[src/rtl/mesh_link_pipe.sv]
// mesh_link_pipe: pipelined, flow-controlled router-to-router NoC link.
// noc_pkg (first in this file) supplies VC_NUM and flit_t.
// Forward path: STAGES register stages feed per-VC skid FIFOs. A round-robin
// arbiter then picks among the VCs that hold a flit and that downstream has
// switched on.
// Backward path: on/off, re-derived from skid occupancy, plus allocatable,
// each delayed by STAGES register stages.
// Optional feature: define LINK_STATS_EN to add the flit_cnt_o/stall_cnt_o
// counters.
//
// Flow-control contract: the link has no ready signal. Upstream may assert
// is_valid_i for a flit of VC v only in a cycle where is_on_off_o[v] = 1, and
// the flit is then taken unconditionally. Downstream takes data_o in every
// cycle where is_valid_o = 1. Downstream allows that only for VCs it drives
// on through is_on_off_i.

package noc_pkg;
  localparam int VC_NUM = 4;
  localparam int VC_W   = 2;

  typedef struct packed {
    logic [VC_W-1:0] vc_id;
    logic [29:0]     payload;
  } flit_t;
endpackage

module mesh_link_pipe
  import noc_pkg::*;
#(
  parameter int STAGES     = 2,
  parameter int SKID_DEPTH = 2*STAGES+3,
  parameter int ON_THRESH  = 2
) (
  input  logic              clk,
  input  logic              rst,
  input  flit_t             data_i,
  input  logic              is_valid_i,
  output logic [VC_NUM-1:0] is_on_off_o,
  output logic [VC_NUM-1:0] is_allocatable_o,
  output flit_t             data_o,
  output logic              is_valid_o,
  input  logic [VC_NUM-1:0] is_on_off_i,
  input  logic [VC_NUM-1:0] is_allocatable_i,
  output logic [VC_NUM-1:0] error_o
`ifdef LINK_STATS_EN
  ,
  output logic [31:0]       flit_cnt_o,
  output logic [31:0]       stall_cnt_o
`endif
);

  localparam int PTR_W = (SKID_DEPTH > 1) ? $clog2(SKID_DEPTH) : 1;
  localparam int OCC_W = $clog2(SKID_DEPTH + 1);
  localparam int RR_W  = (VC_NUM > 1) ? $clog2(VC_NUM) : 1;

  logic                    last_valid;
  flit_t                   last_flit;
  logic [VC_NUM-1:0]       local_on;
  logic [VC_NUM-1:0]       nonempty;
  logic [VC_NUM-1:0]       eligible;
  flit_t [VC_NUM-1:0]      head;
  logic [RR_W-1:0]         rr_ptr;
  logic [RR_W-1:0]         grant_vc;
  logic                    grant_any;
  int                      cand;

  // Register stages: forward {valid, flit} and backward {on/off, allocatable}
  // travel side by side with no stalls inside the pipe.
  for (genvar s = 0; s < STAGES; s++) begin : g_stage
    logic              in_valid;
    flit_t             in_flit;
    logic [VC_NUM-1:0] in_on;
    logic [VC_NUM-1:0] in_alloc;
    logic              valid_q;
    flit_t             flit_q;
    logic [VC_NUM-1:0] on_q;
    logic [VC_NUM-1:0] alloc_q;

    if (s == 0) begin : g_first
      assign in_valid = is_valid_i;
      assign in_flit  = data_i;
      assign in_on    = local_on;
      assign in_alloc = is_allocatable_i;
    end else begin : g_chain
      assign in_valid = g_stage[s-1].valid_q;
      assign in_flit  = g_stage[s-1].flit_q;
      assign in_on    = g_stage[s-1].on_q;
      assign in_alloc = g_stage[s-1].alloc_q;
    end

    // One stage of forward and backward retiming; reset discards flits in flight.
    always_ff @(posedge clk or posedge rst) begin
      if (rst) begin
        valid_q <= 1'b0;
        flit_q  <= '0;
        on_q    <= '0;
        alloc_q <= '0;
      end else begin
        valid_q <= in_valid;
        flit_q  <= in_flit;
        on_q    <= in_on;
        alloc_q <= in_alloc;
      end
    end
  end

  assign last_valid       = g_stage[STAGES-1].valid_q;
  assign last_flit        = g_stage[STAGES-1].flit_q;
  assign is_on_off_o      = g_stage[STAGES-1].on_q;
  assign is_allocatable_o = g_stage[STAGES-1].alloc_q;

  function automatic logic [PTR_W-1:0] ptr_inc(input logic [PTR_W-1:0] p);
    return (p == PTR_W'(SKID_DEPTH - 1)) ? '0 : p + PTR_W'(1);
  endfunction

  // Per-VC skid FIFO: circular buffer, occupancy counter, sticky overflow flag.
  for (genvar v = 0; v < VC_NUM; v++) begin : g_vc
    flit_t            mem [SKID_DEPTH];
    logic [PTR_W-1:0] wr_ptr;
    logic [PTR_W-1:0] rd_ptr;
    logic [OCC_W-1:0] occ;
    logic             err_q;
    logic             hit;
    logic             full;
    logic             wr_en;
    logic             pop;

    assign hit         = last_valid && (last_flit.vc_id == VC_W'(v));
    assign full        = (occ == OCC_W'(SKID_DEPTH));
    assign wr_en       = hit && !full;
    assign pop         = grant_any && (grant_vc == RR_W'(v));
    assign nonempty[v] = (occ != '0);
    assign eligible[v] = nonempty[v] && is_on_off_i[v];
    assign local_on[v] = (occ < OCC_W'(ON_THRESH)) && is_on_off_i[v];
    assign head[v]     = mem[rd_ptr];
    assign error_o[v]  = err_q;

    // Skid storage write; contents need no reset because occ gates every read.
    always_ff @(posedge clk) begin
      if (wr_en) begin
        mem[wr_ptr] <= last_flit;
      end
    end

    // Pointer and occupancy bookkeeping; a write into a full FIFO is dropped
    // and flagged until reset.
    always_ff @(posedge clk or posedge rst) begin
      if (rst) begin
        wr_ptr <= '0;
        rd_ptr <= '0;
        occ    <= '0;
        err_q  <= 1'b0;
      end else begin
        if (wr_en) wr_ptr <= ptr_inc(wr_ptr);
        if (pop)   rd_ptr <= ptr_inc(rd_ptr);
        case ({wr_en, pop})
          2'b10:   occ <= occ + OCC_W'(1);
          2'b01:   occ <= occ - OCC_W'(1);
          default: occ <= occ;
        endcase
        if (hit && full) err_q <= 1'b1;
      end
    end
  end

  // Round-robin pick of the first eligible VC at or after rr_ptr.
  always_comb begin
    grant_any = 1'b0;
    grant_vc  = rr_ptr;
    cand      = 0;
    for (int i = 0; i < VC_NUM; i++) begin
      cand = (int'(rr_ptr) + i) % VC_NUM;
      if (!grant_any && eligible[RR_W'(cand)]) begin
        grant_any = 1'b1;
        grant_vc  = RR_W'(cand);
      end
    end
  end

  assign is_valid_o = grant_any;
  assign data_o     = head[grant_vc];

  // Advance the round-robin pointer past the granted VC; hold it when idle.
  always_ff @(posedge clk or posedge rst) begin
    if (rst) begin
      rr_ptr <= '0;
    end else if (grant_any) begin
      rr_ptr <= (grant_vc == RR_W'(VC_NUM - 1)) ? '0 : grant_vc + RR_W'(1);
    end
  end

`ifdef LINK_STATS_EN
  logic [31:0] flit_cnt_q;
  logic [31:0] stall_cnt_q;

  // Saturating counters of grants and of cycles with work queued but no grant.
  always_ff @(posedge clk or posedge rst) begin
    if (rst) begin
      flit_cnt_q  <= '0;
      stall_cnt_q <= '0;
    end else begin
      if (grant_any && (flit_cnt_q != 32'hFFFF_FFFF)) begin
        flit_cnt_q <= flit_cnt_q + 32'd1;
      end
      if ((|nonempty) && !grant_any && (stall_cnt_q != 32'hFFFF_FFFF)) begin
        stall_cnt_q <= stall_cnt_q + 32'd1;
      end
    end
  end

  assign flit_cnt_o  = flit_cnt_q;
  assign stall_cnt_o = stall_cnt_q;
`endif

endmodule

[config.mk]
export PLATFORM = sky130hd
export DESIGN_NAME = mesh_link_pipe
export DESIGN_NICKNAME = d
export VERILOG_FILES = /design/src/rtl/mesh_link_pipe.sv
export SDC_FILE = /design/constraint.sdc
export NUM_CORES = 1
export LEC_CHECK = 0
export ABC_CLOCK_PERIOD_IN_PS = 13200
export CORE_ASPECT_RATIO = 1.5
export CORE_MARGIN = 5
export CORE_UTILIZATION = 44
export DETAILED_ROUTE_END_ITERATION = 12
export GPL_TIMING_DRIVEN = 0
export PLACE_DENSITY = 0.69
export SYNTH_ARGS = -nofsm -noshare
export SYNTH_HDL_FRONTEND = slang
export SYNTH_SLANG_ARGS = --single-unit
[constraint.sdc]
create_clock -name clk -period 13.2 [get_ports clk]
set_clock_uncertainty 0.15 [all_clocks]
set_input_delay 1.32 -clock clk [delete_from_list [all_inputs] [get_ports clk]]
set_output_delay 1.32 -clock clk [all_outputs]
set_load 0.005 [all_outputs]
==> results by group <==
Timing
  • Final hold vios: 0
  • Slew of the pin with the lowest slew margin: 1.25 ns
  • Tmin final: between 7 and 8 ns
  • RSZ-0062 raised after global routing: no
  • Fmax: around 140 MHz
  • Final setup fails: 0
  • Hold Slack: 0.193 ns
  • Setup TNS: 0 ns
  • Crit share post-route: a little over half
  • Max_slew headroom: 16.7%
  • Slew Viols, Final: 0

Clocking
  • Clock-pin slew on the worst setup and hold paths: 0.07 ns
  • Resized cells post-CTS: 0
  • Cts hold-fix bufs: 0
  • Post-CTS setup buffer count: 0
  • CTS Buf Count: 90
  • Sink Count: 1020
  • Clock tree from TritonCTS: yes
  • Longest Clk Path Bufs: 3
  • H-tree levels: 3
  • Clk root buf: clkbuf_16
  • Clk_lat worst skew: 0.67 ns

Run status
  • Outcome: complete, no violations

Layout
  • FILL cells: 7195
  • Commonest non-fill, non-tap cell in the layout: edfxtp_1
  • Most frequent cells in the layout: edfxtp_1, mux2i_1, o211ai_1, clkbuf_1, o22a_1
  • Layout Nets: around 2700
  • Area delta synth->final: 16.0%
  • Layout cell share with drive strength beyond 1: 13.9%
  • ANT cells: 0
  • Final instance area: 46800 sq um

Drt
  • Vias per inst: 5.79
  • Number of remaining DRC errors: 0
  • Drt first pass iters: 5
  • Routed len/inst: about 24 um
  • ANT nets after route: 0
  • Vias: 22700
  • Initial drt markers: 1837
  • Final wirelength: ~96000 um

Floorplanning
  • Std cell rows: ~140
  • Initial Util: 44.2%
  • Core area: roughly 90000 sq um
  • Die height: 381 um
  • DIE AREA: 98100 sq um
  • Die width: 257 um
  • Ports: 88

Placed design
  • Placed instance area: 43700 sq um
  • Hpwl dp: 67000 um
  • Placer Congestion: 0.875
  • IO Port Bufs: 87

Setup path
  • Crit path largest cell delay: 1.00 ns
  • Crit. End Element: primary output
  • Worst path top cell family by delay: buffers and inverters
  • CP most frequent cell: clkdlybuf4s50_1
  • Critical Path RT: about 12 ns
  • WP buf/inv: 4
  • Worst Setup Start Kind: input pin
  • Worst-path cell chain: clkdlybuf4s50_1, o31ai_4, o311ai_0, buf_2, buf_1, o211ai_1, o22ai_1, mux2i_1, clkdlybuf4s50_1
  • FF-to-FF setup slack: 8.26 ns
  • Reg2reg start: rr_ptr[1]
  • R2r endpoint: g_vc[3].occ[2]
  • Crit path arrival time: 5.61 ns
  • Maximum fanout along the worst path: 10
  • CP Class: in -> out
  • Slowest cell on crit path: o311ai_0
  • Reg2reg path depth: 15

Synthesis
  • Synth cell types: 48
  • Synth Warn #: 0
  • #FFs+latches synth: between 1000 and 1500
  • Mapped Area: 40400 sq um
  • Avg Inst Size Synth: 16.7 sq um
  • Most used DFF post-synth: edfxtp_1
  • Fraction of registers with async set/reset: between 10 and 15%
  • Syn nets: between 2000 and 2500
  • Sequential fraction of the synthesis area: 74.3%
  • Cells after Synth: ~2400
  • Number of synthesized flops with an enable pin: between 800 and 900

GRT
  • All-Layer GR Usage: 19.1%
  • Initial antenna violation count: 0
  • Global-route congestion overflow total: 0
  • Largest net degree at the start of global routing: between 80 and 90
  • First-pass GRT wire length: 144000 um
  • Vias in the first global route: 23800

Worst hold path
  • Min-Delay Startpoint: g_stage[0].flit_q[5]
  • Worst hold endpoint: g_stage[1].flit_q[5]
  • Hold WC Path Type: reg -> reg
  • Hold depth: 0

Power
  • Leakage power: ~15 nW
  • Worst IR Drop VDD: 0.160 mV
  • Pwr/cell area: roughly 220 nW/um^2

Job
  • Number of max-cap violations: 0
[through the flow]
stage | util (%) | power (W) | instances | setup slack, ns
floorplan | - | 0.00601 | 2413 | 7.87
global placement | 46.8 | 0.00735 | 3673 | 4.26
detailed placement | 47.8 | 0.00748 | 3760 | 6.12
CTS | 51.3 | 0.0103 | 3928 | 6.11
global route | 51.3 | 0.0106 | 3928 | 6.01
finish | 51.3 | 0.0102 | 3928 | 6.12
[sequential cells by signal, indices dropped and copies added (netlist names)]
name              cells
is_on_off_o           4
g_stage.on_q          4
is_allocatable_o      4
g_stage.alloc_q       4
g_vc.wr_ptr          12
g_vc.rd_ptr          12
rr_ptr                2
g_vc.occ             12
g_stage.flit_q       64
g_vc.err_q            4
g_stage.valid_q       2
g_vc.mem            896
[how the worst max path moves through the flow]
stage | startpoint | cells past startpoint | end | slack [ns]
final | is_on_off_i[2] | 9 | data_o[1] | 6.12
after global routing | is_on_off_i[2] | 9 | data_o[1] | 6.01
after CTS | is_on_off_i[2] | 9 | data_o[1] | 6.11
after detailed placement | is_on_off_i[2] | 9 | data_o[1] | 6.12
after global placement | g_stage[1].flit_q[31] | 4 | g_vc[3].mem[2][6] | 4.26
after floorplan | g_stage[1].flit_q[31] | 4 | g_vc[3].mem[2][0] | 7.87
[where the power goes]
part | leakage (nW) | switching, W | internal (W) | total (W)
sequential | 9.55 | 0.000130 | 0.00370 | 0.00383
combinational | 4.42 | 0.00220 | 0.00141 | 0.00361
clock | 1.52 | 0.00115 | 0.00161 | 0.00276
total | 15.5 | 0.00348 | 0.00672 | 0.0102
[routing by layer]
layer	up-vias	track usage, %	wire, um
met3	220	3.09	4930
met4	0	9.01	4710
met5	-	0	0
met1	11600	22.6	35900
li1	10100	-	-
met2	852	34.1	50000
[final cells by class]
cell class                 count  area, sq um  share of cell area (%)
buffer                       184          759                    1.62
clock buffer                 119         2560                    5.46
clock inverter                49          578                    1.23
inverter                      26          103                   0.219
multi-input combinational   1183         9670                    20.6
sequential                  1020        30000                    64.1
tap                         1173         1470                    3.13
timing repair buffer         174         1690                    3.61
[logic make-up after synthesis]
family / share of synthesized area (%)
adder cells (fa/ha/maj): 0.446
XOR/XNOR: 0.260
AND/OR/NAND/NOR: 3.36
flip-flops: 74.3
multiplexers: 9.11
AO/OA/AOI/OAI: 10.4
buffers and inverters: 2.12
[cells in the mapped netlist, types with 3 or more instances]
cell type,count,share of area (%)
edfxtp_1,896,67
mux2i_1,292,7.2
o211ai_1,192,3.6
o22a_1,128,2.8
dfrtp_1,124,7.7
clkbuf_1,119,1.1
o21ai_0,76,0.94
nand2b_1,69,1.1
mux2_2,67,1.9
nor2b_1,67,1.0
o22ai_1,66,1.0
a211oi_1,65,1.2
buf_2,43,0.53
inv_1,23,0.21
nand2_1,20,0.19
buf_1,18,0.17
nor2_1,14,0.13
nand3_1,12,0.15
nor3_1,12,0.15
nor3b_1,12,0.22
a21o_1,9,0.17
a21oi_1,8,0.099
ha_1,8,0.25
xor2_1,8,0.17
nor4b_1,7,0.15
a31oi_1,6,0.093
nor4_1,5,0.077
and2_1,4,0.062
buf_4,4,0.074
fa_1,4,0.20
or2_2,4,0.062
xnor2_1,4,0.087
a31o_2,3,0.065
[worst reg2reg max path: stages, from the launching register on]
cell and delay, ns:
dfrtp_1 0.35, buf_2 0.21, inv_1 0.10, o311ai_0 1.02, buf_2 0.48, buf_2 0.35
nor2b_1 0.33, ha_1 0.20, and2_0 0.11, clkbuf_1 0.41, ha_1 0.29, inv_1 0.06
fa_1 0.38, xor2_1 0.15, nor2_1 0.12, xor2_1 0.17
Note: power is estimated with default switching activity, not from simulation.
==> variant 1 (config.mk and constraints unchanged) <==
The package constant `VC_W` goes from 2 to 3.
--- a/src/rtl/mesh_link_pipe.sv
+++ b/src/rtl/mesh_link_pipe.sv
@@ -16,7 +16,7 @@
 
 package noc_pkg;
   localparam int VC_NUM = 4;
-  localparam int VC_W   = 2;
+  localparam int VC_W   = 3;
 
   typedef struct packed {
     logic [VC_W-1:0] vc_id;
Ports: changed (resized data_i and data_o); port bits go from 88 to 90. No check against the original RTL was run, so the function may have changed too.
==> variant 1 against the original RTL <==
Sequential cell count grew 30. Setup slack better by 1.1 ns. Total power decreased by 2.1%. First-iteration DRC count shrank 9.0%. Wire length shrank 5.3%. Cell area increased by 0.41%. Synthesized area rose by 0.54%. Critical path type unchanged. Largest cell class unchanged.
==> variant 1: results (changes against the original RTL) <==
• 12.00% — share of flip-flops with an asynchronous set or reset, was 12.16%
• 8.67 ns — setup slack of the worst register-to-register path, was 8.26 ns
• 1671 — starting DRC count in detailed routing, was 1837
• 89 — number of CTS-inserted buffers, was 90
• 2486 — syn_nets, was 2468
• 14 — depth of the most critical reg-to-reg path, was 15
• 16.71 um2 — Syn Area/Cell, was 16.73 um2
• 7242 — count of fill cells added during filler insertion, was 7195
• 21617 — via total after detailed routing, was 22732
• 0.8372 — RePlAce Congestion, was 0.8754
• 22934 — number of global-route vias before repair, was 23751
• 4.48 ns — Arrival @ worst endpoint, was 5.61 ns
• 63280 um — placed wire-length estimate after detailed placement, was 66960 um
• 0.1908 ns — Post-Route Hold Slack, was 0.1934 ns
• 6.731 mW — Power Internal, was 6.722 mW
• 11 — Max FO, Critical Path, was 10
• g_stage[0].flit_q[31] — Worst Min Path Start, was g_stage[0].flit_q[5]
• 38.7% — register share of total power, was 37.6%
• g_vc[1].occ[0] — startpoint of the worst register-to-register path, was rr_ptr[1]
• data_o[2] — Worst Setup EP, was data_o[1]
• 87 — largest net degree at the start of global routing, was 81
• sky130_fd_sc_hd__a31oi_2 — cell with the largest stage delay on the worst path, was sky130_fd_sc_hd__o311ai_0
• g_vc.mem (924), g_stage.flit_q (66) — largest registers ranked by flip-flop count, was g_vc.mem (896), g_stage.flit_q (64)
• 13.05% — headroom to the max-slew limit, was 16.68%
• 3758 — placed cell count, was 3760
• 5.947 ns — shortest period the worst path allows, was 7.082 ns
• 0.63 ns — peak per-stage delay on the critical path, was 1.00 ns
• 90510 um — drt total wl, was 95600 um
• 89 — buffers added on ports, was 87
• 0.1112 mV — worst vdd ir, was 0.1597 mV
• 43890 um2 — placed cell areas, was 43700 um2
• 23.07 um — Routed WL per cell, was 24.34 um
• 18.13% — Total Routing Usage GR, was 19.10%
• is_on_off_i[3] — launch point of the critical path, was is_on_off_i[2]
• 2732 — net count of the finished layout, was 2734
• completed — status, unchanged
• 76.11% — Seq/Total Area, Yosys, was 74.31%
• 924 x sky130_fd_sc_hd__edfxtp_1, 442 x sky130_fd_sc_hd__mux2i_1, 153 x sky130_fd_sc_hd__nand2_1 — most used standard cells in the synthesized netlist, was 896 x sky130_fd_sc_hd__edfxtp_1, 292 x sky130_fd_sc_hd__mux2i_1, 192 x sky130_fd_sc_hd__o211ai_1
• g_stage[1].flit_q[31] — hold endpoint, was g_stage[1].flit_q[5]
• 924 — number of synthesized flops with an enable pin, was 896
variant 1: cell count changes after synthesis, sizes merged, moves of 28 or more:
cell / delta
nand2: +133
o211ai: -192
o22a: -128
o22ai: +67
mux2i: +150
edfxtp: +28
a211oi: -60
nor2b: -66
a21oi: +115
nand2b: -60
o21ai: +66
clkbuf: -29
variant 1: cell type report:
cell class	count	area, um2	share of cell area [%]
tap	1173	1468	3.121
inverter	18	72.57	0.1543
clock buffer	113	2491	5.297
multi-input combinational	1208	9106	19.36
sequential	1050	30900	65.70
buffer	154	674.4	1.434
clock inverter	52	650.6	1.383
timing repair buffer	155	1667	3.544
variant 1: cell families after synthesis:
kind of cell | share of synthesized area (%)
compound gates | 6.420
xor+xnor | 0.2589
fa+ha+maj | 0.4438
buf+inv | 1.828
flops | 76.11
mux | 12.37
simple gates | 2.570
variant 1: routing by layer:
metal / routed length (um) / global-route usage, %
met5: 0 / 0
met1: 33320 / 20.45
met4: 3089 / 6.876
met2: 50300 / 34.66
met3: 3799 / 2.395
==> variant 2 (same settings) <==
Made on the original files. Put a register stage on the outputs `is_on_off_o`, `is_allocatable_o` and `is_valid_o`, with the module's reset. The values now appear one clock later. The other outputs are not delayed to match. Comments in the files are not updated.
--- a/src/rtl/mesh_link_pipe.sv
+++ b/src/rtl/mesh_link_pipe.sv
@@ -106,8 +106,6 @@
 
   assign last_valid       = g_stage[STAGES-1].valid_q;
   assign last_flit        = g_stage[STAGES-1].flit_q;
-  assign is_on_off_o      = g_stage[STAGES-1].on_q;
-  assign is_allocatable_o = g_stage[STAGES-1].alloc_q;
 
   function automatic logic [PTR_W-1:0] ptr_inc(input logic [PTR_W-1:0] p);
     return (p == PTR_W'(SKID_DEPTH - 1)) ? '0 : p + PTR_W'(1);
@@ -177,7 +175,17 @@
     end
   end
 
-  assign is_valid_o = grant_any;
+  always_ff @(posedge clk or posedge rst) begin
+    if (rst) begin
+      is_on_off_o      <= '0;
+      is_allocatable_o <= '0;
+      is_valid_o       <= '0;
+    end else begin
+      is_on_off_o      <= g_stage[STAGES-1].on_q;
+      is_allocatable_o <= g_stage[STAGES-1].alloc_q;
+      is_valid_o       <= grant_any;
+    end
+  end
   assign data_o     = head[grant_vc];
 
   // Advance the round-robin pointer past the granted VC; hold it when idle.
Behaviour: not the same (Yosys sat finds a counterexample within 4 cycles, from zero or initial values and one cycle with rst high).
==> variant 2 against the original RTL <==
Cell area increased by 0.44%. Global-route usage about the same. Setup slack got worse by 0.12 ns. Critical path depth unchanged. Sequential cell count increased by 9. Synthesized cell count increased by 0.37%. Wire length increased by 1.4%. Synthesized area increased by 0.56%. Total power increased by 0.36%. Combinational power about the same. Largest cell class unchanged. Highest routed layer unchanged.
==> variant 2: results (changes against the original RTL) <==
• 5.73 ns — Arrival @ worst endpoint, was 5.61 ns
• 5.819 — via density per instance, was 5.787
• 92 — number of CTS-inserted buffers, was 90
• 19.14% — Total Routing Usage GR, was 19.10%
• completed — status, unchanged
• 43920 um2 — placed cell areas, was 43700 um2
• 3 — clk buf depth, unchanged
• g_stage[0].alloc_q[2] — Worst Min Path Start, was g_stage[0].flit_q[5]
• g_stage[1].alloc_q[2] — hold endpoint, was g_stage[1].flit_q[5]
• 0.1666 mV — worst vdd ir, was 0.1597 mV
• 89 — largest net degree at the start of global routing, was 81
• 74.46% — Seq/Total Area, Yosys, was 74.31%
• 7222 — count of fill cells added during filler insertion, was 7195
• 0.8454 — RePlAce Congestion, was 0.8754
• 896 x sky130_fd_sc_hd__edfxtp_1, 292 x sky130_fd_sc_hd__mux2i_1, 192 x sky130_fd_sc_hd__o211ai_1 — most used standard cells in the synthesized netlist, unchanged
• 144500 um — first-pass GRT wire length, was 143600 um
• 11.59% — headroom to the max-slew limit, was 16.68%
• g_vc[2].occ[2] — reg2reg end, was g_vc[3].occ[2]
• 68130 um — placed wire-length estimate after detailed placement, was 66960 um
• 2112 — starting DRC count in detailed routing, was 1837
• 13.74% — layout cells sized above 1, was 13.87%
• 3 — H-tree lvl count, unchanged
• 8.19 ns — setup slack of the worst register-to-register path, was 8.26 ns
• 24.62 um — Routed WL per cell, was 24.34 um
• 2743 — net count of the finished layout, was 2734
• 15.61 nW — leakage power figure, was 15.48 nW
• 12.93% — share of flip-flops with an asynchronous set or reset, was 12.16%
• 2477 — syn_nets, was 2468
• is_on_off_i[2] — launch point of the critical path, unchanged
• 23665 — number of global-route vias before repair, was 23751
variant 2: cell families (layout without fill, tap and decap cells):
| kind of cell | Yosys count | count (layout) | synth area share (%) |
|---|---|---|---|
| AOI/OAI and AO/OA | 570 | 570 | 10.33 |
| xor gates and xnor gates | 12 | 12 | 0.2588 |
| adders and majority gates | 12 | 12 | 0.4437 |
| buffers and inverters | 210 | 553 | 2.111 |
| DFF | 1029 | 1029 | 74.46 |
| muxes | 359 | 359 | 9.056 |
| and+or+nand+nor | 230 | 230 | 3.343 |
variant 2: per-stage QoR:
stage	worst slack [ns]	std cells	util (%)	hold WS (ns)
global route	5.922	3938	51.29	0.2039
global placement	4.482	3682	46.82	0.1818
detailed placement	6.026	3767	47.89	0.1847
floorplan	7.872	2422	-	0.1812
CTS	6.026	3938	51.29	0.1983
finish	6.000	3938	51.29	0.1940
variant 2: layer usage:
metal / vias up / track usage, % / routed length, um / share of wire [%]
met4: 0 / 7.944 / 4160 / 4.3
met5: - / 0 / 0 / 0
li1: 10123 / - / - / -
met2: 777 / 34.56 / 51230 / 53
met1: 11801 / 22.93 / 36850 / 38
met3: 215 / 2.830 / 4713 / 4.9
variant 2: worst max path at each step:
| stage | endpoint | slack [ns] | depth (start not counted) |
|---|---|---|---|
| floorplan | g_vc[3].mem[2][0] | 7.87 | 4 |
| global placement | g_vc[0].mem[2][5] | 4.48 | 4 |
| detailed placement | data_o[1] | 6.03 | 9 |
| CTS | data_o[1] | 6.03 | 9 |
| global route | data_o[0] | 5.92 | 9 |
| finish | data_o[0] | 6.00 | 9 |
variant 2: power breakdown:
| part | internal, mW | switching [mW] |
|---|---|---|
| Sequential | 3.74 | 0.131 |
| Combinational | 1.41 | 2.20 |
| Clock | 1.59 | 1.17 |
| Total | 6.74 | 3.50 |
variant 2: worst max-delay path: stages:
cell and delay (ns):
sky130_fd_sc_hd__clkdlybuf4s50_1 0.55, sky130_fd_sc_hd__o31ai_4 0.15, sky130_fd_sc_hd__o311ai_0 1.06, sky130_fd_sc_hd__buf_2 0.49
sky130_fd_sc_hd__buf_1 0.76, sky130_fd_sc_hd__o211ai_1 0.43, sky130_fd_sc_hd__o22ai_1 0.22, sky130_fd_sc_hd__mux2i_1 0.20
sky130_fd_sc_hd__clkdlybuf4s50_1 0.53
variant 2: area by class of cell:
class	count	share of cell area, %
clock buffer	129	5.583
sequential	1029	64.27
inverter	26	0.2181
tap	1173	3.120
clock inverter	42	1.053
buffer	184	1.614
multi-input combinational	1183	20.55
timing repair buffer	172	3.588
